===== src/rtl/change_dispenser.sv =====
// Coin-hopper driver: queues single-cycle change requests and fires one solenoid at a time
// with a fixed pulse width and inter-coin gap, while tracking per-denomination inventory.
module change_dispenser #(
    parameter int PULSE_CYCLES = 3,
    parameter int GAP_CYCLES   = 2,
    parameter int QDEPTH       = 8,
    parameter int INV_W        = 8,
    parameter int INIT_COUNT   = 20
) (
    input  logic             clk,
    input  logic             reset,
    input  logic             nickel_req,
    input  logic             dime_req,
    input  logic             quarter_req,
    input  logic             restock,
    input  logic             err_clear,
    output logic             nickel_sol,
    output logic             dime_sol,
    output logic             quarter_sol,
    output logic             busy,
    output logic             queue_full,
    output logic             overflow_err,
    output logic             short_err,
    output logic [6:0]       shortfall_cents,
    output logic [INV_W-1:0] nickel_cnt,
    output logic [INV_W-1:0] dime_cnt,
    output logic [INV_W-1:0] quarter_cnt
);

    localparam int AW   = $clog2(QDEPTH);
    localparam int CW   = AW + 1;
    localparam int TMAX = (PULSE_CYCLES > GAP_CYCLES) ? PULSE_CYCLES : GAP_CYCLES;
    localparam int TW   = $clog2(TMAX + 1);

    localparam logic [TW-1:0]    PULSE_LOAD = TW'(PULSE_CYCLES - 1);
    localparam logic [TW-1:0]    GAP_LOAD   = TW'(GAP_CYCLES - 1);
    localparam logic [INV_W-1:0] INV_INIT   = INV_W'(INIT_COUNT);
    localparam logic [CW-1:0]    FULL_COUNT = CW'(QDEPTH);

    typedef enum logic [1:0] {
        S_IDLE,
        S_FIRE,
        S_GAP
    } state_t;

    typedef enum logic [1:0] {
        COIN_NICKEL  = 2'd0,
        COIN_DIME    = 2'd1,
        COIN_QUARTER = 2'd2
    } coin_t;

    state_t           r_state;
    state_t           w_nextState;
    logic [TW-1:0]    r_timer;
    logic [TW-1:0]    w_nextTimer;
    logic [2:0]       r_sol;
    logic [2:0]       w_nextSol;

    coin_t            r_mem [QDEPTH];
    logic [AW-1:0]    r_wptr;
    logic [AW-1:0]    r_rptr;
    logic [CW-1:0]    r_count;

    logic [INV_W-1:0] r_nickelCnt;
    logic [INV_W-1:0] r_dimeCnt;
    logic [INV_W-1:0] r_quarterCnt;
    logic             r_overflowErr;
    logic             r_shortErr;
    logic [6:0]       r_shortfall;

    logic             w_anyReq;
    logic             w_multiReq;
    coin_t            w_reqCoin;
    logic             w_empty;
    logic             w_full;
    logic             w_pop;
    logic             w_push;
    logic             w_dropEvt;
    coin_t            w_headCoin;
    logic [INV_W-1:0] w_headInv;
    logic             w_fireNow;
    logic             w_shortEvt;
    logic [6:0]       w_coinValue;
    logic [6:0]       w_shortBase;
    logic [7:0]       w_shortSum;
    logic [6:0]       w_shortNext;

    assign w_anyReq   = nickel_req | dime_req | quarter_req;
    assign w_multiReq = (nickel_req & dime_req) | (nickel_req & quarter_req) | (dime_req & quarter_req);
    assign w_empty    = (r_count == '0);
    assign w_full     = (r_count == FULL_COUNT);
    assign w_pop      = (r_state == S_IDLE) && !w_empty;
    assign w_push     = w_anyReq && (!w_full || w_pop);
    assign w_dropEvt  = w_multiReq || (w_anyReq && w_full && !w_pop);
    assign w_headCoin = r_mem[r_rptr];
    assign w_fireNow  = w_pop && (w_headInv != '0);
    assign w_shortEvt = w_pop && (w_headInv == '0);

    // Highest denomination wins when several requests collide.
    always_comb begin
        w_reqCoin = COIN_NICKEL;
        if (quarter_req) begin
            w_reqCoin = COIN_QUARTER;
        end else if (dime_req) begin
            w_reqCoin = COIN_DIME;
        end
    end

    always_comb begin
        w_headInv   = r_nickelCnt;
        w_coinValue = 7'd5;
        case (w_headCoin)
            COIN_DIME: begin
                w_headInv   = r_dimeCnt;
                w_coinValue = 7'd10;
            end
            COIN_QUARTER: begin
                w_headInv   = r_quarterCnt;
                w_coinValue = 7'd25;
            end
            default: begin
                w_headInv   = r_nickelCnt;
                w_coinValue = 7'd5;
            end
        endcase
    end

    always_comb begin
        w_nextState = r_state;
        w_nextTimer = r_timer;
        w_nextSol   = r_sol;
        case (r_state)
            S_IDLE: begin
                w_nextSol = 3'b000;
                if (w_fireNow) begin
                    w_nextState = S_FIRE;
                    w_nextTimer = PULSE_LOAD;
                    w_nextSol   = 3'b001 << w_headCoin;
                end
            end
            S_FIRE: begin
                if (r_timer == '0) begin
                    w_nextState = S_GAP;
                    w_nextTimer = GAP_LOAD;
                    w_nextSol   = 3'b000;
                end else begin
                    w_nextTimer = r_timer - 1'b1;
                end
            end
            S_GAP: begin
                w_nextSol = 3'b000;
                if (r_timer == '0) begin
                    w_nextState = S_IDLE;
                end else begin
                    w_nextTimer = r_timer - 1'b1;
                end
            end
            default: begin
                w_nextState = S_IDLE;
                w_nextTimer = '0;
                w_nextSol   = 3'b000;
            end
        endcase
    end

    always_ff @(posedge clk or posedge reset) begin
        if (reset) begin
            r_state <= S_IDLE;
            r_timer <= '0;
            r_sol   <= 3'b000;
        end else begin
            r_state <= w_nextState;
            r_timer <= w_nextTimer;
            r_sol   <= w_nextSol;
        end
    end

    always_ff @(posedge clk) begin
        if (w_push) begin
            r_mem[r_wptr] <= w_reqCoin;
        end
    end

    always_ff @(posedge clk or posedge reset) begin
        if (reset) begin
            r_wptr  <= '0;
            r_rptr  <= '0;
            r_count <= '0;
        end else begin
            if (w_push) begin
                r_wptr <= r_wptr + 1'b1;
            end
            if (w_pop) begin
                r_rptr <= r_rptr + 1'b1;
            end
            case ({w_push, w_pop})
                2'b10:   r_count <= r_count + 1'b1;
                2'b01:   r_count <= r_count - 1'b1;
                default: r_count <= r_count;
            endcase
        end
    end

    // Restock takes priority over a decrement landing in the same cycle.
    always_ff @(posedge clk or posedge reset) begin
        if (reset) begin
            r_nickelCnt  <= INV_INIT;
            r_dimeCnt    <= INV_INIT;
            r_quarterCnt <= INV_INIT;
        end else if (restock) begin
            r_nickelCnt  <= INV_INIT;
            r_dimeCnt    <= INV_INIT;
            r_quarterCnt <= INV_INIT;
        end else if (w_fireNow) begin
            case (w_headCoin)
                COIN_DIME:    r_dimeCnt    <= r_dimeCnt - 1'b1;
                COIN_QUARTER: r_quarterCnt <= r_quarterCnt - 1'b1;
                default:      r_nickelCnt  <= r_nickelCnt - 1'b1;
            endcase
        end
    end

    assign w_shortBase = err_clear ? 7'd0 : r_shortfall;
    assign w_shortSum  = {1'b0, w_shortBase} + {1'b0, w_coinValue};
    assign w_shortNext = (w_shortSum > 8'd127) ? 7'd127 : w_shortSum[6:0];

    // A new error event in the same cycle as err_clear survives the clear.
    always_ff @(posedge clk or posedge reset) begin
        if (reset) begin
            r_overflowErr <= 1'b0;
            r_shortErr    <= 1'b0;
            r_shortfall   <= 7'd0;
        end else begin
            if (w_dropEvt) begin
                r_overflowErr <= 1'b1;
            end else if (err_clear) begin
                r_overflowErr <= 1'b0;
            end
            if (w_shortEvt) begin
                r_shortErr  <= 1'b1;
                r_shortfall <= w_shortNext;
            end else if (err_clear) begin
                r_shortErr  <= 1'b0;
                r_shortfall <= 7'd0;
            end
        end
    end

    assign nickel_sol      = r_sol[0];
    assign dime_sol        = r_sol[1];
    assign quarter_sol     = r_sol[2];
    assign busy            = !w_empty || (r_state != S_IDLE);
    assign queue_full      = w_full;
    assign overflow_err    = r_overflowErr;
    assign short_err       = r_shortErr;
    assign shortfall_cents = r_shortfall;
    assign nickel_cnt      = r_nickelCnt;
    assign dime_cnt        = r_dimeCnt;
    assign quarter_cnt     = r_quarterCnt;

endmodule


===== config.mk =====
export PLATFORM = sky130hd
export DESIGN_NAME = change_dispenser
export DESIGN_NICKNAME = d
export VERILOG_FILES = /design/src/rtl/change_dispenser.sv
export SDC_FILE = /design/constraint.sdc
export NUM_CORES = 1
export LEC_CHECK = 0
export BUFFER_PORTS_ARGS = -buffer_cell sky130_fd_sc_hd__buf_2
export CAP_MARGIN = 20
export CORE_ASPECT_RATIO = 0.6
export CORE_MARGIN = 4
export CORE_UTILIZATION = 27
export CTS_CLUSTER_SIZE = 40
export DETAILED_ROUTE_END_ITERATION = 10
export MAX_ROUTING_LAYER = met4
export PLACE_DENSITY = 0.54
export SYNTH_ARGS = -nofsm -noshare
export SYNTH_HDL_FRONTEND = slang
export SYNTH_SLANG_ARGS = --single-unit

===== constraint.sdc =====
create_clock -name clk -period 4.4 [get_ports clk]
set_input_delay 0.66 -clock clk [delete_from_list [all_inputs] [get_ports clk]]
set_output_delay 0.66 -clock clk [all_outputs]
set_load 0.01 [all_outputs]

==> impl_metrics.tcl, run 1 <==
set metrics [dict create \
    setup.worst_path.class "flop to flop" \
    buffer_ports.inserted 44 \
    floorplan_die_area_sq_mm 0.0155 \
    post_route_cells_drive_above_1_share_pct 23.9 \
    worst_slew_margin_pct 42.2 \
    clk_latency_ns 0.33 \
    grt_setup_unrepaired "no" \
    setup.worst_path.start_class "flop" \
    post_synthesis_cell_type_with_the_largest_combined_area "sky130_fd_sc_hd__dfrtp_1" \
    critical_path_arrival_ns 3.96 \
    die_h_um 98.2 \
    clk_pin_slew_worst_paths_ns 0.06 \
    synth_edf_count 16 \
    fillCellCount 1345 \
    ir_worst_vdd_v 0.000285 \
    final_nets 421 \
    rows 32 \
    route.antenna.remaining_nets 0 \
    achievable-frequency_mhz 267 \
    finalWeightedCongestion 0.792 \
    layout_min_cycle_time_ns 3.74 \
    wl_per_cell_um 15.6 \
    most_area_consuming_cells_after_synthesis "sky130_fd_sc_hd__dfrtp_1, sky130_fd_sc_hd__edfxtp_1, sky130_fd_sc_hd__ha_1" \
    timing_hold_violations_final 0 \
    timing.critical_path.to_type "flop" \
    reg2reg_depth 8 \
    max_cap_viol_count 0 \
    multiInputGateArea_sq_mm 0.00177 \
    final.setup.tns_ns 0 \
    slew_violations 0 \
    post_cts.resized_instances 0 \
    timing_worst_slew_pin_value_ns 0.860 \
    number_of_instances_in_the_synthesized_netlist 345 \
    ioPinCount 45 \
    n_antenna_cell 0 \
    syn2layout_area_growth_pct 18.6 \
    design_power_total_mw 3.27 \
    hold_path_class "primary input to async pin" \
    place_hpwl_um 6660 \
    postSynth.topFlopCell "sky130_fd_sc_hd__dfrtp_1" \
    cts_num_sinks 66 \
    setup_viol_count_final 0 \
    grt-ovfl-total 0 \
    worstSetupStartpoint "r_rptr[0]$_DFFE_PP0P_" \
    detail_route.iter0.violations 153 \
    cts.htree.levels 3 \
    postCtsSetupRepairBufs 0 \
    clock-skew-final_ns 0.00773 \
    antenna_found_initial 0 \
    cts_tree "done" \
    ctsLongestPathBuffers 2 \
    floorplan.initialDensity_pct 28.0 \
    cts_root_buf "sky130_fd_sc_hd__clkbuf_16" \
    rr_endpoint "shortfall_cents[4]$_DFF_PP0_" \
    first_global_vias 2707 \
    outcome "completed" \
    vias_after_detailed_routing 2727 \
    final_core_area_utilization_pct 33.2 \
    reg2reg_setup_slack_ns 0.66 \
    rr_startpoint "r_rptr[0]$_DFFE_PP0P_" \
    power.static_leakage_nw 1.96 \
    postSynthNetCount 373 \
    endpoint "shortfall_cents[4]$_DFF_PP0_" \
    fp.dieW_um 158 \
    sequential_area_share_after_synthesis_pct 47.6 \
    timing.critical_path.fanout_max 10 \
    post_synth_instance_area_sq_mm 0.00366 \
    grt_first_pass_wirelength_um 14500 \
    postSynthRegisterBits 66 \
    pd_cells_mw_per_mm2 754 \
    yosysUniqueCellTypes 56 \
    detail_route.drc_violations 0 \
    detail_route.first_pass.iterations 5 \
    grt_start_max_net_pins 29 \
    synth.avg_cell_area_sq_um 10.6 \
    grt_use_total_pct 12.4 \
    ys_warn_count 0 \
    netlist.area_leader.share_pct 30.1 \
    cts_inserted_buffers 9 \
    finalCritPeriodShare_pct 85.0 \
    finalWirelength_um 8830 \
    hold_buffers 0 \
    detail_route.vias_per_cell 4.80 \
    sequential_cell_area_sq_mm 0.00174 \
    cp.required_ns 4.62 \
    asyncSetResetFlopFracSynth_pct 75.8 \
    placeableCoreArea_sq_mm 0.0131 \
]
[routing by layer]
metal	share of wire (%)	global-route usage [%]	routed length, um	up-vias
met3	5.4	3.85	480	8
met1	54	18.6	4770	1320
li1	-	-	-	1334
met4	0.65	2.36	57	0
met2	40	16.3	3530	65
met5	0	-	0	-
[layout by cell type, fill, tap and decap left out, types with 4 or more instances in the layout]
master	Yosys	layout
sky130_fd_sc_hd__xnor2_1	9	9
sky130_fd_sc_hd__xor2_1	6	6
sky130_fd_sc_hd__a211oi_1	5	5
sky130_fd_sc_hd__nor2b_1	11	11
sky130_fd_sc_hd__dfstp_2	6	6
sky130_fd_sc_hd__ha_1	19	19
sky130_fd_sc_hd__nor3_1	10	10
sky130_fd_sc_hd__mux2_2	5	5
sky130_fd_sc_hd__a21oi_1	16	16
sky130_fd_sc_hd__nor2_1	30	30
sky130_fd_sc_hd__nand2_1	24	24
sky130_fd_sc_hd__a21o_1	5	5
sky130_fd_sc_hd__edfxtp_1	16	16
sky130_fd_sc_hd__o21ai_0	8	8
sky130_fd_sc_hd__mux4_2	4	4
sky130_fd_sc_hd__mux2i_1	9	9
sky130_fd_sc_hd__and3_1	4	4
sky130_fd_sc_hd__inv_1	26	25
sky130_fd_sc_hd__dfrtp_1	44	44
sky130_fd_sc_hd__or3_1	5	5
sky130_fd_sc_hd__o31ai_1	4	4
sky130_fd_sc_hd__nand2b_1	6	6
sky130_fd_sc_hd__buf_2	2	44
sky130_fd_sc_hd__clkbuf_16	0	9
sky130_fd_sc_hd__nand3_1	11	11
sky130_fd_sc_hd__clkinvlp_4	0	4
[worst min path at each step]
stage	cells past startpoint	start	to	slack, ns
2_1_floorplan	1	r_count[3]$_DFFE_PP0P_	r_count[3]$_DFFE_PP0P_	0.46
3_3_place_gp	1	overflow_err$_DFFE_PP0P_	overflow_err$_DFFE_PP0P_	0.46
3_5_place_dp	1	overflow_err$_DFFE_PP0P_	overflow_err$_DFFE_PP0P_	0.46
4_1_cts	2	reset	r_timer[0]$_DFFE_PP0P_	0.37
5_1_grt	2	reset	quarter_cnt[0]$_DFFE_PP0P_	0.40
6_report	2	reset	r_count[1]$_DFFE_PP0P_	0.36
[per-stage QoR]
stage / setup slack (ns) / area, sq um / cells / hold slack (ns)
2_1_floorplan: 0.875 / 3660 / 345 / 0.456
3_3_place_gp: 0.787 / 4070 / 552 / 0.460
3_5_place_dp: 0.645 / 4070 / 552 / 0.462
4_1_cts: 0.636 / 4340 / 568 / 0.370
5_1_grt: 0.394 / 4340 / 568 / 0.400
6_report: 0.659 / 4340 / 568 / 0.362
[sequential cells by signal, indices dropped and copies added, names as in the netlist]
name	cells
r_mem	16
dime_cnt	8
nickel_cnt	8
quarter_cnt	8
shortfall_cents	7
r_count	4
r_rptr	3
r_sol	3
r_wptr	3
r_state	2
r_timer	2
overflow_err	1
short_err	1
[power by group]
| group | internal (mW) | switching (mW) |
|---|---|---|
| clock | 0.381 | 0.276 |
| combinational | 0.646 | 0.980 |
| sequential | 0.818 | 0.170 |
| total | 1.84 | 1.43 |
[final cells by class]
| class | count | area share, % |
|---|---|---|
| clock buffers | 10 | 5.28 |
| clock inverters | 6 | 1.01 |
| inverters | 26 | 2.25 |
| multi-input cells | 243 | 40.9 |
| flip-flops and latches | 66 | 40.1 |
| well taps | 170 | 4.90 |
| repair buffers | 47 | 5.60 |
[logic make-up (layout without fill, tap and decap cells)]
logic type      count (synthesis)  in the layout  share of synthesized area, %
compound gates                 60             60                          11.7
fa+ha+maj                      21             21                          7.60
mux                            19             19                          6.77
flops                          66             66                          47.6
xor+xnor                       15             15                          3.59
buf+inv                        36             89                          3.97
simple gates                  128            128                          18.8
[Yosys cell counts (5+ instances only)]
master / count
sky130_fd_sc_hd__mux2i_1: 9
sky130_fd_sc_hd__nor2b_1: 11
sky130_fd_sc_hd__xnor2_1: 9
sky130_fd_sc_hd__nand3_1: 11
sky130_fd_sc_hd__nand2_1: 24
sky130_fd_sc_hd__nand2b_1: 6
sky130_fd_sc_hd__mux2_2: 5
sky130_fd_sc_hd__nor2_1: 30
sky130_fd_sc_hd__ha_1: 19
sky130_fd_sc_hd__clkbuf_1: 7
sky130_fd_sc_hd__xor2_1: 6
sky130_fd_sc_hd__a21oi_1: 16
sky130_fd_sc_hd__dfstp_2: 6
sky130_fd_sc_hd__or3_1: 5
sky130_fd_sc_hd__edfxtp_1: 16
sky130_fd_sc_hd__nor3_1: 10
sky130_fd_sc_hd__a21o_1: 5
sky130_fd_sc_hd__o21ai_0: 8
sky130_fd_sc_hd__dfrtp_1: 44
sky130_fd_sc_hd__a211oi_1: 5
sky130_fd_sc_hd__inv_1: 26
[worst max-delay path, stage by stage (launching register included)]
cell                      delay, ns
sky130_fd_sc_hd__dfrtp_1       0.52
sky130_fd_sc_hd__mux4_2        0.54
sky130_fd_sc_hd__mux2i_1       0.31
sky130_fd_sc_hd__ha_1          0.38
sky130_fd_sc_hd__or4_1         0.58
sky130_fd_sc_hd__or3_1         0.51
sky130_fd_sc_hd__nor2_1        0.31
sky130_fd_sc_hd__nor2_2        0.14
sky130_fd_sc_hd__o31a_1        0.32
(Power assumes the default switching activity.)
==> run 2: changes to the inputs <==
--- a/config.mk
+++ b/config.mk
@@ -9,2 +9,4 @@
 export CAP_MARGIN = 20
+export CELL_PAD_IN_SITES_DETAIL_PLACEMENT = 1
+export CELL_PAD_IN_SITES_GLOBAL_PLACEMENT = 1
 export CORE_ASPECT_RATIO = 0.6
@@ -15,3 +17,3 @@
 export MAX_ROUTING_LAYER = met4
-export PLACE_DENSITY = 0.54
+export PLACE_DENSITY = 0.63
 export SYNTH_ARGS = -nofsm -noshare
==> constraint.sdc (replaced) <==
create_clock -name clk -period 4.4 [get_ports clk]
set_input_delay 0.22 -clock clk [delete_from_list [all_inputs] [get_ports clk]]
set_output_delay 0.22 -clock clk [all_outputs]
set_load 0.01 [all_outputs]
==> impl_metrics.tcl, run 2 (synthesis gave the netlist of run 1 again) <==
set metrics [dict create \
    outcome "completed" \
    worst_path_cell_chain "mux4_2 -> mux2i_1 -> ha_1 -> or4_1 -> or3_1 -> nor2_1 -> nor2_2 -> o31a_1" \
    max_cap_viol_count 0 \
    worstPathBufferInverterCount 0 \
    grt_use_total_pct 13.3 \
    hold_buffers 0 \
    critical-path-slowest-cell "sky130_fd_sc_hd__or4_1" \
    postCtsSetupRepairBufs 0 \
    setup_viol_count_final 0 \
    hold_path_class "primary input to async pin" \
    achievable-frequency_mhz 264 \
    net-switching-power_mw 1.45 \
    pwr-share-comb_pct 47.5 \
    worst_slew_margin_pct 44.3 \
    regMostFlops "r_mem" \
    clk_pin_slew_worst_paths_ns 0.06 \
    critical_path.top_delay_family "simple AND/OR/NAND/NOR gates" \
    timing.critical_path.to_type "flop" \
    power_frac_seq_pct 28.6 \
    swShare_pct 41.6 \
    layout_common_cells "sky130_fd_sc_hd__dfrtp_1, sky130_fd_sc_hd__buf_2, sky130_fd_sc_hd__nor2_1, sky130_fd_sc_hd__inv_1, sky130_fd_sc_hd__nand2_1" \
    finalWirelength_um 9540 \
    rows 32 \
    finalWeightedCongestion 0.830 \
    antenna_found_initial 0 \
    cts_root_buf "sky130_fd_sc_hd__clkbuf_16" \
    die_h_um 98.2 \
    detail_route.iter0.violations 105 \
    grt-ovfl-total 0 \
    power.clock.fraction_pct 23.9 \
    place_hpwl_um 7170 \
    detail_route.drc_violations 0 \
    sequential_cell_area_sq_mm 0.00174 \
    clk_latency_ns 0.34 \
    clock-skew-final_ns 0.00535 \
    pd_cells_mw_per_mm2 791 \
    route.antenna.remaining_nets 0 \
    fillCellCount 1471 \
    detail_route.vias_per_cell 4.91 \
    ir_worst_vdd_v 0.000271 \
    first_global_vias 2883 \
    final.setup.worst_slack_ns 0.611 \
    buffer_ports.inserted 44 \
    grt_start_max_net_pins 51 \
    final.setup.tns_ns 0 \
    intPower_mw 2.04 \
    setup.worst_path.class "flop to flop" \
    detail_route.first_pass.iterations 4 \
    timing_worst_slew_pin_value_ns 0.830 \
    post_route_cells_drive_above_1_share_pct 24.1 \
    final_nets 422 \
    cts.htree.levels 3 \
    multiInputGateArea_sq_mm 0.00177 \
    n_antenna_cell 0 \
    critical_path_arrival_ns 4.01 \
    setup.worst_path.start_class "flop" \
    timing.critical_path.slowest_cell_delay_ns 0.59 \
    ioPinCount 45 \
    vias_after_detailed_routing 2791 \
    grt_setup_unrepaired "no" \
    reg2reg_depth 8 \
    slew_violations 0 \
    cts_inserted_buffers 9 \
    timing.critical_path.fanout_max 10 \
    layout_min_cycle_time_ns 3.79 \
    cts_num_sinks 66 \
    floorplan.initialDensity_pct 28.0 \
    power.static_leakage_nw 2.01 \
    largest_reg_flops 16 \
    pre_cts_ws_ns 0.616 \
    floorplan_die_area_sq_mm 0.0155 \
    cp.required_ns 4.62 \
    finalCritPeriodShare_pct 86.1 \
    post_cts.resized_instances 0 \
    cts_tree "done" \
    timing_hold_violations_final 0 \
    ctsLongestPathBuffers 2 \
    timing.critical_path.depth 8 \
    wl_per_cell_um 16.8 \
    placeableCoreArea_sq_mm 0.0131 \
    grt_first_pass_wirelength_um 15600 \
    fp.dieW_um 158 \
    syn2layout_area_growth_pct 20.7 \
]
run 2: changes by cell type in the layout (fill, tap and decap cells not counted), sizes merged:
cell / delta
buf: +1
bufinv: +3
clkinv: +1
clkinvlp: -4
run 2: metrics by stage:
stage | hold WS, ns | instance area [sq um] | total power, mW | util (%) | std cells
finish | 0.0534 | 4420 | 3.49 | 33.8 | 569
global placement | 0.448 | 4070 | 2.59 | 31.2 | 553
detailed placement | 0.463 | 4070 | 2.68 | 31.2 | 553
floorplan | 0.316 | 3660 | 2.19 | - | 345
CTS | 0.0926 | 4420 | 3.54 | 33.8 | 569
global route | 0.130 | 4420 | 3.78 | 33.8 | 569
run 2: final timing paths:
kind                                          start                           end  slack, ns
setup reg to reg              r_rptr[0]$_DFFE_PP0P_  shortfall_cents[4]$_DFF_PP0_       0.61
min in group clk                          err_clear         short_err$_DFFE_PP0P_       0.11
max in group asynchronous                     reset    quarter_cnt[1]$_DFFE_PP0P_       3.86
hold / removal                                reset        r_state[0]$_DFFE_PP0P_       0.05
hold reg to reg            overflow_err$_DFFE_PP0P_      overflow_err$_DFFE_PP0P_       0.47
setup / recovery              r_rptr[0]$_DFFE_PP0P_  shortfall_cents[4]$_DFF_PP0_       0.61
run 2: final cells by class:
class | count | area share (%)
multi-input combinational | 243 | 40.2
sequential | 66 | 39.4
timing repair buffer | 48 | 5.67
clock buffer | 10 | 5.41
tap | 170 | 4.82
clock inverter | 6 | 2.35
inverter | 26 | 2.21
run 2: worst reg2reg max path: cells and delay by family (launching register included):
| family | cells | cell delay (ns) |
|---|---|---|
| DFF | 1 | 0.52 |
| and+or+nand+nor | 4 | 1.57 |
| adders and majority gates | 1 | 0.38 |
| muxes | 2 | 0.90 |
| AOI/OAI and AO/OA | 1 | 0.32 |
run 2: power groups by stage:
| stage | clock network [mW] | registers (mW) | logic [mW] |
|---|---|---|---|
| 6_report | 0.836 | 0.999 | 1.66 |
| 5_1_grt | 0.886 | 1.03 | 1.87 |
| 4_1_cts | 0.862 | 1.00 | 1.68 |
| 3_5_place_dp | 0 | 1.01 | 1.67 |
| 3_3_place_gp | 0 | 0.994 | 1.59 |
| 2_1_floorplan | 0 | 0.972 | 1.22 |
run 2: per-layer routing:
layer	part of all wire (%)	up-vias	GRT usage [%]
met4	1.2	0	3.54
met2	44	51	18.6
met1	51	1390	18.8
met5	0	-	-
li1	-	1338	-
met3	4.2	12	3.85
==> run 3: changes to the inputs <==
CORE_MARGIN = not set   (was 4)
==> impl_metrics.tcl, run 3 (synthesis gave the netlist of run 1 again) <==
set metrics [dict create \
    antenna_found_initial 0 \
    detail_route.vias_per_cell 5.01 \
    outcome "finished with violations" \
    cts_tree "done" \
    timing_worst_slew_pin_value_ns 0.793 \
    critical_path_arrival_ns 4.07 \
    grt-ovfl-total 0 \
    post_cts.resized_instances 0 \
    pd_cells_mw_per_mm2 778 \
    syn2layout_area_growth_pct 19.6 \
    design_area_sq_mm 0.00437 \
    clk_pin_slew_worst_paths_ns 0.06 \
    hold_buffers 0 \
    timing.critical_path.slowest_cell_delay_ns 0.61 \
    grt_setup_unrepaired "no" \
    grt_start_max_net_pins 51 \
    timing.critical_path.fanout_max 10 \
    whs_ns 0.0736 \
    largest_reg_flops 16 \
    floorplan_die_area_sq_mm 0.0140 \
    critical-path-slowest-cell "sky130_fd_sc_hd__or4_1" \
    worst_path_cell_chain "mux4_2 -> mux2i_1 -> ha_1 -> or4_1 -> or3_1 -> nor2_1 -> nor2_2 -> o31a_1" \
    setup.worst_path.start_class "flop" \
    finalWirelength_um 9660 \
    post_route_cells_drive_above_1_share_pct 23.7 \
    route.antenna.remaining_nets 0 \
    detail_route.drc_violations 5 \
    sequential_cell_area_sq_mm 0.00174 \
    grt_use_total_pct 15.6 \
    detail_route.first_pass.iterations 7 \
    hold_path_class "primary input to async pin" \
    n_antenna_cell 0 \
    max_cap_viol_count 0 \
    finalWeightedCongestion 0.776 \
    multiInputGateArea_sq_mm 0.00177 \
    layout_min_cycle_time_ns 3.85 \
    buffer_ports.inserted 44 \
    final.setup.worst_slack_ns 0.553 \
    grt_first_pass_wirelength_um 16200 \
    final.setup.tns_ns 0 \
    rows 32 \
    achievable-frequency_mhz 260 \
    cts.htree.levels 3 \
    floorplan.initialDensity_pct 28.1 \
    pre_cts_ws_ns 0.543 \
    final_nets 420 \
    cp.required_ns 4.62 \
    ir_worst_vdd_v 0.000232 \
    slew_violations 0 \
    cts_inserted_buffers 9 \
    timing_hold_violations_final 0 \
    vias_after_detailed_routing 2843 \
    cts_root_buf "sky130_fd_sc_hd__clkbuf_16" \
    die_h_um 92.2 \
    first_global_vias 2976 \
    detail_route.iter0.violations 167 \
    finalCritPeriodShare_pct 87.4 \
    clk_latency_ns 0.34 \
    power.static_leakage_nw 1.99 \
    ctsLongestPathBuffers 2 \
    cts_num_sinks 66 \
    timing.critical_path.to_type "flop" \
    layout_common_cells "sky130_fd_sc_hd__dfrtp_1, sky130_fd_sc_hd__buf_2, sky130_fd_sc_hd__nor2_1, sky130_fd_sc_hd__inv_1, sky130_fd_sc_hd__nand2_1" \
    clock-skew-final_ns 0.00718 \
    placeableCoreArea_sq_mm 0.0130 \
    worst_slew_margin_pct 47.0 \
    setup.worst_path.class "flop to flop" \
    regMostFlops "r_mem" \
    wl_per_cell_um 17.0 \
    ioPinCount 45 \
    violations "design-rule violations" \
    placement.cell_area_sq_mm 0.00406 \
    setup_viol_count_final 0 \
    postCtsSetupRepairBufs 0 \
    fillCellCount 1461 \
    fp.dieW_um 152 \
    place_hpwl_um 7130 \
]
==> run 3: cell count changes in the layout (fill, tap and decap cells not counted) <==
cell	delta
sky130_fd_sc_hd__clkbuf_16	+1
sky130_fd_sc_hd__clkbuf_1	+1
sky130_fd_sc_hd__clkinv_1	-1
sky130_fd_sc_hd__bufinv_16	-2
sky130_fd_sc_hd__clkinvlp_4	+1
sky130_fd_sc_hd__buf_4	-2
==> run 3: layout make-up <==
class                           count  area share, %
Multi-Input combinational cell    243           40.5
Sequential cell                    66           39.8
Clock buffer                       12           6.12
Timing Repair Buffer               46           5.38
Tap cell                          170           4.86
Inverter                           26           2.23
Clock inverter                      4           1.09
==> run 3: path summary, 6_finish.rpt <==
path	cells past startpoint	slack (ns)	end	startpoint
max	8	0.55	shortfall_cents[4]$_DFF_PP0_	r_rptr[0]$_DFFE_PP0P_
min	3	0.07	r_count[1]$_DFFE_PP0P_	reset
max reg2reg	8	0.55	shortfall_cents[4]$_DFF_PP0_	r_rptr[0]$_DFFE_PP0P_
min reg2reg	1	0.49	r_count[3]$_DFFE_PP0P_	r_count[3]$_DFFE_PP0P_
max in group asynchronous	3	3.87	dime_cnt[1]$_DFFE_PP0P_	reset
min in group clk	2	0.10	short_err$_DFFE_PP0P_	err_clear
==> run 3: through the flow <==
step                      total power [mW]  instances  util, %
final                                 3.40        567     33.6
after global routing                  3.68        567     33.6
after CTS                             3.44        567     33.6
after detailed placement              2.66        551     31.2
after global placement                2.58        551     31.2
after floorplan                       2.19        345        -
==> run 3: where the power goes <==
part | switching, mW | leakage, nW | internal, mW
registers | 0.177 | 0.787 | 0.818
logic | 1.01 | 1.05 | 0.642
clock network | 0.272 | 0.154 | 0.486
==> run 3: metal layers <==
metal | global-route usage (%) | part of all wire, %
met1 | 20.7 | 50
met2 | 22.8 | 44
met3 | 4.73 | 4.7
met4 | 4.34 | 0.82
met5 | - | 0
==> run 3: critical path: cells and delay by family (launching register included) <==
family	cells	cell delay (ns)
AOI/OAI and AO/OA	1	0.33
adders and majority gates	1	0.38
DFF	1	0.52
muxes	2	0.90
and+or+nand+nor	4	1.61
